$ cat src/rtl/vmu_load_issue_pkg.sv
// Shared definitions for the vector-memory-unit load issue path.
// The reorder-queue sizing lives here so the issue side and the tagged
// reorder queue always agree on how many tags exist.
package vmu_load_issue_pkg;

   // Byte-address and element-count widths.
   localparam int ADDR_SIZE_DEF       = 32;
   localparam int VLEN_SIZE_DEF       = 11;

   // Reorder-queue depth and tag width. The depth must be a power of two
   // equal to 2**ROQ_TAG_SIZE so that tags wrap naturally in their width.
   localparam int ROQ_TAG_ENTRIES_DEF = 8;
   localparam int ROQ_TAG_SIZE_DEF    = 3;

   // Issue FSM encoding. Kept as plain constants so older code that
   // compares raw state bits keeps working.
   localparam int         STATE_W  = 1;
   localparam logic [0:0] ST_IDLE  = 1'b0;
   localparam logic [0:0] ST_ISSUE = 1'b1;

   // True when a credit count still leaves room in the reorder queue.
   function automatic logic credit_available(input int used, input int entries);
      return used < entries;
   endfunction

endpackage : vmu_load_issue_pkg

$ cat src/rtl/vmu_load_issue_if.sv
// Command and D$ request bundle for the load issue unit.
//
// Handshake rule for every channel in this bundle: a transfer happens in
// the cycle where both valid and ready are high at the clock edge. Once the
// source raises valid it holds valid and its payload stable until that
// transfer; valid never depends on ready. roq_deq_fire is a one-cycle
// event that already represents a completed dequeue handshake.
interface vmu_load_issue_if
   import vmu_load_issue_pkg::*;
#(
   parameter int ADDR_SIZE    = ADDR_SIZE_DEF,
   parameter int VLEN_SIZE    = VLEN_SIZE_DEF,
   parameter int ROQ_TAG_SIZE = ROQ_TAG_SIZE_DEF
);
   // Command channel
   logic                    cmd_val;
   logic                    cmd_rdy;
   logic [ADDR_SIZE-1:0]    cmd_base;
   logic [ADDR_SIZE-1:0]    cmd_stride;
   logic [VLEN_SIZE-1:0]    cmd_vlen;

   // D$ read request channel
   logic                    dmem_req_val;
   logic                    dmem_req_rdy;
   logic [ADDR_SIZE-1:0]    dmem_req_addr;
   logic [ROQ_TAG_SIZE-1:0] dmem_req_tag;

   // Writeback dequeue event from the reorder queue
   logic                    roq_deq_fire;

   // The load issue unit's view.
   modport slave (
      input  cmd_val, cmd_base, cmd_stride, cmd_vlen,
      output cmd_rdy,
      output dmem_req_val, dmem_req_addr, dmem_req_tag,
      input  dmem_req_rdy,
      input  roq_deq_fire
   );

   // The surrounding pipeline's view (command source, D$, writeback).
   modport master (
      output cmd_val, cmd_base, cmd_stride, cmd_vlen,
      input  cmd_rdy,
      input  dmem_req_val, dmem_req_addr, dmem_req_tag,
      output dmem_req_rdy,
      output roq_deq_fire
   );

endinterface : vmu_load_issue_if

$ cat src/rtl/vmu_roq_credit.sv
// Credit counter and tag pointer for the tagged reorder queue.
// credits_used counts requests issued whose responses have not yet been
// dequeued by writeback; it never exceeds the queue depth, so the queue
// can never overflow. The tag pointer mirrors the queue's write order and
// is only cleared by reset.
module vmu_roq_credit
   import vmu_load_issue_pkg::*;
#(
   parameter int ROQ_TAG_ENTRIES = ROQ_TAG_ENTRIES_DEF,
   parameter int ROQ_TAG_SIZE    = ROQ_TAG_SIZE_DEF
) (
   input  logic                    clk,
   input  logic                    reset,
   input  logic                    issue_fire,
   input  logic                    deq_fire,
   output logic [ROQ_TAG_SIZE:0]   credits_used,
   output logic [ROQ_TAG_SIZE-1:0] tag_ptr,
   output logic                    has_credit
);

   localparam int                    CRED_W   = ROQ_TAG_SIZE + 1;
   localparam logic [CRED_W-1:0]       CRED_MAX = CRED_W'(ROQ_TAG_ENTRIES);
   localparam logic [CRED_W-1:0]       CRED_ONE = CRED_W'(1);
   localparam logic [ROQ_TAG_SIZE-1:0] TAG_ONE  = ROQ_TAG_SIZE'(1);

   // Room remains while fewer than ROQ_TAG_ENTRIES responses are owed.
   // Derived from the register only, so a returned credit takes effect
   // the cycle after the dequeue.
   assign has_credit = (credits_used < CRED_MAX);

   // Count outstanding responses; a coincident issue and dequeue cancel,
   // and a stray dequeue with nothing outstanding saturates at zero.
   always_ff @(posedge clk) begin
      if (reset) begin
         credits_used <= '0;
      end else begin
         case ({issue_fire, deq_fire})
            2'b10:   credits_used <= credits_used + CRED_ONE;
            2'b01:   if (credits_used != '0) credits_used <= credits_used - CRED_ONE;
            default: credits_used <= credits_used;
         endcase
      end
   end

   // Advance the tag on every issued request; wraps in its own width.
   always_ff @(posedge clk) begin
      if (reset) begin
         tag_ptr <= '0;
      end else if (issue_fire) begin
         tag_ptr <= tag_ptr + TAG_ONE;
      end
   end

   // Writeback must never dequeue an entry that was never issued.
   a_deq_with_credit : assert property (@(posedge clk) disable iff (reset)
      !(deq_fire && (credits_used == '0)));

   // The issue side must never fire without a free queue slot.
   a_issue_with_credit : assert property (@(posedge clk) disable iff (reset)
      !(issue_fire && !has_credit));

   // The counter stays within 0..ROQ_TAG_ENTRIES.
   a_credit_range : assert property (@(posedge clk) disable iff (reset)
      credits_used <= CRED_MAX);

endmodule : vmu_roq_credit

$ cat src/rtl/vmu_load_issue.sv
// Load issue unit of the vector memory unit. Takes strided load commands,
// walks the element addresses one request per cycle, stamps each request
// with the next reorder-queue tag and stalls whenever the reorder queue
// could be full.
module vmu_load_issue
   import vmu_load_issue_pkg::*;
#(
   parameter int ADDR_SIZE       = ADDR_SIZE_DEF,
   parameter int VLEN_SIZE       = VLEN_SIZE_DEF,
   parameter int ROQ_TAG_ENTRIES = ROQ_TAG_ENTRIES_DEF,
   parameter int ROQ_TAG_SIZE    = ROQ_TAG_SIZE_DEF
) (
   input  logic                  clk,
   input  logic                  reset,
   vmu_load_issue_if.slave       bus,
   output logic                  busy,
   output logic [STATE_W-1:0]    dbg_state,
   output logic [ROQ_TAG_SIZE:0] dbg_credits_used
);

   localparam logic [VLEN_SIZE-1:0] VLEN_ONE = VLEN_SIZE'(1);

   logic [STATE_W-1:0]      state;
   logic [ADDR_SIZE-1:0]    addr;
   logic [ADDR_SIZE-1:0]    stride;
   logic [VLEN_SIZE-1:0]    remaining;

   logic                    cmd_fire;
   logic                    cmd_start;
   logic                    issue_fire;
   logic                    last_elem;
   logic [ROQ_TAG_SIZE:0]   credits_used;
   logic [ROQ_TAG_SIZE-1:0] tag_ptr;
   logic                    has_credit;

   // Handshake decode. A zero-length command is accepted and dropped.
   assign bus.cmd_rdy = (state == ST_IDLE);
   assign cmd_fire    = bus.cmd_val & bus.cmd_rdy;
   assign cmd_start   = cmd_fire & (bus.cmd_vlen != '0);

   // Request outputs come straight from registers and the credit compare,
   // never from dmem_req_rdy, so the D$ side sees a clean valid.
   assign bus.dmem_req_val  = (state == ST_ISSUE) & has_credit;
   assign bus.dmem_req_addr = addr;
   assign bus.dmem_req_tag  = tag_ptr;
   assign issue_fire        = bus.dmem_req_val & bus.dmem_req_rdy;
   assign last_elem         = (remaining == VLEN_ONE);

   // Busy until the command is fully issued and every response dequeued.
   assign busy             = (state == ST_ISSUE) | (credits_used != '0);
   assign dbg_state        = state;
   assign dbg_credits_used = credits_used;

   // Credit counter and tag pointer live in their own block so the same
   // accounting can be reviewed alongside the reorder queue.
   vmu_roq_credit #(
      .ROQ_TAG_ENTRIES (ROQ_TAG_ENTRIES),
      .ROQ_TAG_SIZE    (ROQ_TAG_SIZE)
   ) u_credit (
      .clk          (clk),
      .reset        (reset),
      .issue_fire   (issue_fire),
      .deq_fire     (bus.roq_deq_fire),
      .credits_used (credits_used),
      .tag_ptr      (tag_ptr),
      .has_credit   (has_credit)
   );

   // FSM: leave IDLE on a non-empty command, return after the last element fires.
   always_ff @(posedge clk) begin
      if (reset) begin
         state <= ST_IDLE;
      end else if (state == ST_IDLE) begin
         if (cmd_start) state <= ST_ISSUE;
      end else begin
         if (issue_fire && last_elem) state <= ST_IDLE;
      end
   end

   // Address/count sequencing: latch on command start, step on each issue.
   always_ff @(posedge clk) begin
      if (reset) begin
         addr      <= '0;
         stride    <= '0;
         remaining <= '0;
      end else if (cmd_start) begin
         addr      <= bus.cmd_base;
         stride    <= bus.cmd_stride;
         remaining <= bus.cmd_vlen;
      end else if (issue_fire) begin
         addr      <= addr + stride;
         remaining <= remaining - VLEN_ONE;
      end
   end

   // A stalled request keeps its valid, address and tag until it fires.
   a_req_stable : assert property (@(posedge clk) disable iff (reset)
      (bus.dmem_req_val && !bus.dmem_req_rdy) |=>
         (bus.dmem_req_val && $stable(bus.dmem_req_addr) && $stable(bus.dmem_req_tag)));

   // Requests only go out while elements remain.
   a_issue_has_work : assert property (@(posedge clk) disable iff (reset)
      issue_fire |-> (remaining != '0));

   // In ISSUE there is always at least one element left to send.
   a_issue_nonzero : assert property (@(posedge clk) disable iff (reset)
      (state == ST_ISSUE) |-> (remaining != '0));

   // Commands are never accepted while a previous one is still issuing.
   a_no_cmd_in_issue : assert property (@(posedge clk) disable iff (reset)
      (state == ST_ISSUE) |-> !bus.cmd_rdy);

endmodule : vmu_load_issue

$ cat src/flat_wrapper.sv
// flat-port wrapper written by rule: the top's interface ports become plain ports
module vmu_load_issue_flat import vmu_load_issue_pkg::*;
#(
   parameter int ADDR_SIZE       = ADDR_SIZE_DEF,
   parameter int VLEN_SIZE       = VLEN_SIZE_DEF,
   parameter int ROQ_TAG_ENTRIES = ROQ_TAG_ENTRIES_DEF,
   parameter int ROQ_TAG_SIZE    = ROQ_TAG_SIZE_DEF
)
  (clk, reset, busy, dbg_state, dbg_credits_used, bus_cmd_val, bus_cmd_base, bus_cmd_stride, bus_cmd_vlen, bus_cmd_rdy, bus_dmem_req_val, bus_dmem_req_addr, bus_dmem_req_tag, bus_dmem_req_rdy, bus_roq_deq_fire);
  vmu_load_issue_if #(.ADDR_SIZE(ADDR_SIZE), .VLEN_SIZE(VLEN_SIZE), .ROQ_TAG_SIZE(ROQ_TAG_SIZE)) bus_i ();
  input  logic clk;
  input  logic reset;
  output logic busy;
  output logic [STATE_W-1:0] dbg_state;
  output logic [ROQ_TAG_SIZE:0] dbg_credits_used;
  input wire logic [$bits(bus_i.cmd_val)-1:0] bus_cmd_val;
  input wire logic [$bits(bus_i.cmd_base)-1:0] bus_cmd_base;
  input wire logic [$bits(bus_i.cmd_stride)-1:0] bus_cmd_stride;
  input wire logic [$bits(bus_i.cmd_vlen)-1:0] bus_cmd_vlen;
  output wire logic [$bits(bus_i.cmd_rdy)-1:0] bus_cmd_rdy;
  output wire logic [$bits(bus_i.dmem_req_val)-1:0] bus_dmem_req_val;
  output wire logic [$bits(bus_i.dmem_req_addr)-1:0] bus_dmem_req_addr;
  output wire logic [$bits(bus_i.dmem_req_tag)-1:0] bus_dmem_req_tag;
  input wire logic [$bits(bus_i.dmem_req_rdy)-1:0] bus_dmem_req_rdy;
  input wire logic [$bits(bus_i.roq_deq_fire)-1:0] bus_roq_deq_fire;
  assign bus_i.cmd_val = bus_cmd_val;
  assign bus_i.cmd_base = bus_cmd_base;
  assign bus_i.cmd_stride = bus_cmd_stride;
  assign bus_i.cmd_vlen = bus_cmd_vlen;
  assign bus_cmd_rdy = bus_i.cmd_rdy;
  assign bus_dmem_req_val = bus_i.dmem_req_val;
  assign bus_dmem_req_addr = bus_i.dmem_req_addr;
  assign bus_dmem_req_tag = bus_i.dmem_req_tag;
  assign bus_i.dmem_req_rdy = bus_dmem_req_rdy;
  assign bus_i.roq_deq_fire = bus_roq_deq_fire;
  vmu_load_issue #(.ADDR_SIZE(ADDR_SIZE), .VLEN_SIZE(VLEN_SIZE), .ROQ_TAG_ENTRIES(ROQ_TAG_ENTRIES), .ROQ_TAG_SIZE(ROQ_TAG_SIZE)) u_core (.clk(clk), .reset(reset), .bus(bus_i), .busy(busy), .dbg_state(dbg_state), .dbg_credits_used(dbg_credits_used));
endmodule
$ cat config.mk
export PLATFORM = sky130hd
export DESIGN_NAME = vmu_load_issue_flat
export DESIGN_NICKNAME = d
export VERILOG_FILES = /design/src/rtl/vmu_load_issue_pkg.sv /design/src/rtl/vmu_load_issue_if.sv /design/src/rtl/vmu_roq_credit.sv /design/src/rtl/vmu_load_issue.sv /design/src/flat_wrapper.sv
export SDC_FILE = /design/constraint.sdc
export NUM_CORES = 1
export LEC_CHECK = 0
export ABC_AREA = 1
export CAP_MARGIN = 25
export CORE_UTILIZATION = 40
export DETAILED_ROUTE_END_ITERATION = 10
export HOLD_SLACK_MARGIN = 0.06
export PLACE_DENSITY_LB_ADDON = 0.1
export SYNTH_ARGS = -nofsm -noshare
export SYNTH_HDL_FRONTEND = slang
export SYNTH_SLANG_ARGS = --single-unit
$ cat constraint.sdc
create_clock -name clk -period 4.8 [get_ports clk]
set_input_delay 0.72 -clock clk [delete_from_list [all_inputs] [get_ports clk]]
set_output_delay 0.72 -clock clk [all_outputs]
set_load 0.005 [all_outputs]
==> metrics.txt <==
placed cell count=1,248; clk_lat worst skew=350 ps; Pwr Density=300 nW/um^2; Core Area=14,600 um^2; Cell Int Power=1.51 mW; Yosys reg bits=83; Synth Net Count=1,084; hold_ws=476 ps; Initial DRC Count=325; Worst Skew=9.62 ps; unrepaired setup endpoints after global routing=false; synthesized area=5990 um^2; Routed Antenna Nets=0; cell area after layout=7610 um^2; Max Freq=0.379 GHz; Routed Wire Length=16,900 um; EDFF count, synth=0; Crit path max-delay family=simple AND/OR/NAND/NOR gates; DRT Pass-1 Iters=4; worst-path cell chain=clkdlybuf4s50_1 > nor4_1 > nand2_1 > nand2_2 > nand2_4 > clkinv_4 > nand2_1 > nand2_1 > inv_1 > a21oi_1; Critical Path Fanout Max=36; setup tns final=0 ps; Final setup viols=0; Worst EP required=5080 ps; peak supply drop=0.000191 V; port bufs=122; initial antenna violation count=0; synthesis-to-finish area growth=27.1%; CP max-delay cell=clkdlybuf4s50_1; pin count of the biggest net entering global routing=52; overall power=2.28 mW; slowest stage delay, CP=450 ps; total number of vias=6,073; GPL Wtd Cong=0.920; mean routed wirelength per cell=13.4 um; sw frac=33.7%; Slew HR=58.1%; Post-DP Area=7310 um^2; sequential power share=36.2%; share of cells above drive strength 1=6.02%; status=finished clean; TritonCTS clock tree=done; Resized cells post-CTS=0; combinational share of power=32.3%; CTS Hold Bufs=0; final std cells w/o fill=1,264; critical path start-end classification=input pin to flop; Via-to-Cell Ratio=4.80; CP Buf/Inv Count=3; Post-CTS Setup Bufs=0; Slew @ Worst Pin=625 ps; number of global-route vias before repair=5,674; cell mode on critical path=nand2_1; Final min period=2640 ps; number of distinct library cells after synthesis=48; Tot GR Track Use=22.6%; GR Overflow Total=0; Syn Inst Count=966; top_reg_cell synth=dfxtp_1; Max Root-Sink Buffers=2; crit start category=input pin; Yosys warnings=0; Leak Pwr=3.75 nW; first-pass GRT wire length=28,300 um; DP Wirelength=12,600 um; CTS sink cnt=83; clk slew on worst S/H paths=70 ps; Max Cap Viol=0; Crit. End Element=flop; Data arrival, critical path=2920 ps; Die W=124 um; Rows=44; final number of max-transition violations=0; Final Hold Vio Count=0; # diodes=0; die area=15,500 um^2; min-delay worst type=flop to flop; sequential share of the synthesized area=27.7%; CTS root buf=clkbuf_16; CTS buffer count=9; Synth async-reset ratio=0%; nets@finish=1,193; synthesized area per cell=6.20 um^2; Die H=124 um; Psw=769 uW; Initial Util=41.1%; flop-to-flop setup slack=2380 ps; H-tree Lvls=3; clock power share=31.5%; DR DRC count=0; num ports=123; final cycle utilization of the critical path=55.0%
## power groups by stage
stage	clock network (mW)	logic (mW)	registers (mW)
floorplan	0	0.468	0.829
global placement	0	0.728	0.840
detailed placement	0	0.733	0.840
CTS	0.731	0.738	0.826
global route	0.761	0.832	0.836
finish	0.719	0.736	0.825
## tightest hold or removal path, delay by kind of cell, from the launching register on
family / cells / cell delay [ps]
AOI/OAI and AO/OA: 1 / 50
buffers and inverters: 1 / 50
DFF: 1 / 330
## metrics by stage
step                utilization [%]  worst slack [ps]
CTS                            52.2              2150
finish                         52.2              2160
global placement               50.0              1760
floorplan                         -              2740
global route                   52.2              1920
detailed placement             50.1              1790
## cells in the final DEF (no fill, tap or decap), types with 2 or more instances in the layout
master           instances
o31ai_1                  2
buf_4                    3
fa_1                     2
nor2_1                 122
nand2_2                 10
clkbuf_16                9
a21oi_1                 47
xor2_1                  17
nand4_1                  6
a21oi_2                  7
nand3_1                 47
inv_2                   11
clkinv_2                 2
clkinv_4                 3
nand2_4                  2
o21bai_1                 7
inv_1                  127
nor3_1                   3
ha_1                    36
o21ai_0                 54
xnor2_1                  5
a31oi_1                 15
a211oi_1                 2
nand2_1                304
clkdlybuf4s50_1        122
o21ai_1                  3
dfxtp_1                 83
o21ai_2                  6
nand3_2                  2
## path summary, 6_finish.rpt
check / startpoint / end / cells past startpoint
min reg2reg: u_core.u_credit.tag_ptr[2]$_SDFFE_PP0P_ / u_core.u_credit.tag_ptr[2]$_SDFFE_PP0P_ / 2
max: bus_cmd_vlen[9] / u_core.bus.dmem_req_addr[19]$_SDFFE_PP0P_ / 10
max reg2reg: u_core.dbg_state$_SDFF_PP0_ / u_core.u_credit.credits_used[3]$_SDFFE_PP0P_ / 13
min: u_core.u_credit.tag_ptr[2]$_SDFFE_PP0P_ / u_core.u_credit.tag_ptr[2]$_SDFFE_PP0P_ / 2
## sequential cells by signal, indices dropped and copies added (netlist names)
signal and count:
u_core.bus.dmem_req_addr 32, u_core.stride 32, u_core.remaining 11, u_core.u_credit.credits_used 4, u_core.u_credit.tag_ptr 3, u_core.dbg_state 1
## kinds of logic after synthesis
group / after synthesis / share of synthesized area [%]
adders and majority gates: 38 / 8.19
buffers and inverters: 168 / 11.8
DFF: 83 / 27.7
AOI/OAI and AO/OA: 149 / 14.5
and+or+nand+nor: 506 / 34.5
xor gates and xnor gates: 22 / 3.22
## cell type report
class / instances / area [um^2]
Timing Repair Buffer: 126 / 1260
Clock inverter: 6 / 65.1
Inverter: 140 / 531
Fill cell: 1525 / 6980
Sequential cell: 83 / 1660
Multi-Input combinational cell: 715 / 3620
Tap cell: 184 / 230
Clock buffer: 10 / 239
## layer usage
metal  vias to the layer above  part of all wire, %  track usage, %
li1                       3267                    -               -
met1                      2666                   53            32.4
met2                       127                   42            34.7
met3                        13                  4.2            3.65
met4                         0                  1.3            6.17
met5                         -                    0               0
## synth_stat cells, drive strengths merged (2+ instances only)
library cell | count | area, um^2
nand2 | 316 | 1230
inv | 138 | 518
nor2 | 124 | 475
dfxtp | 83 | 1660
o21ai | 63 | 338
a21oi | 54 | 297
nand3 | 49 | 255
ha | 36 | 450
buf | 18 | 139
xor2 | 17 | 149
a31oi | 15 | 93.8
clkbuf | 10 | 37.5
o21bai | 7 | 52.6
nand4 | 6 | 37.5
xnor2 | 5 | 43.8
nor3 | 4 | 25.0
a211oi | 2 | 15.0
clkinv | 2 | 12.5
fa | 2 | 40.0
nand3b | 2 | 18.8
o221ai | 2 | 23.8
o31ai | 2 | 15.0
or2 | 2 | 12.5
Note: power is estimated with default switching activity, not from simulation.
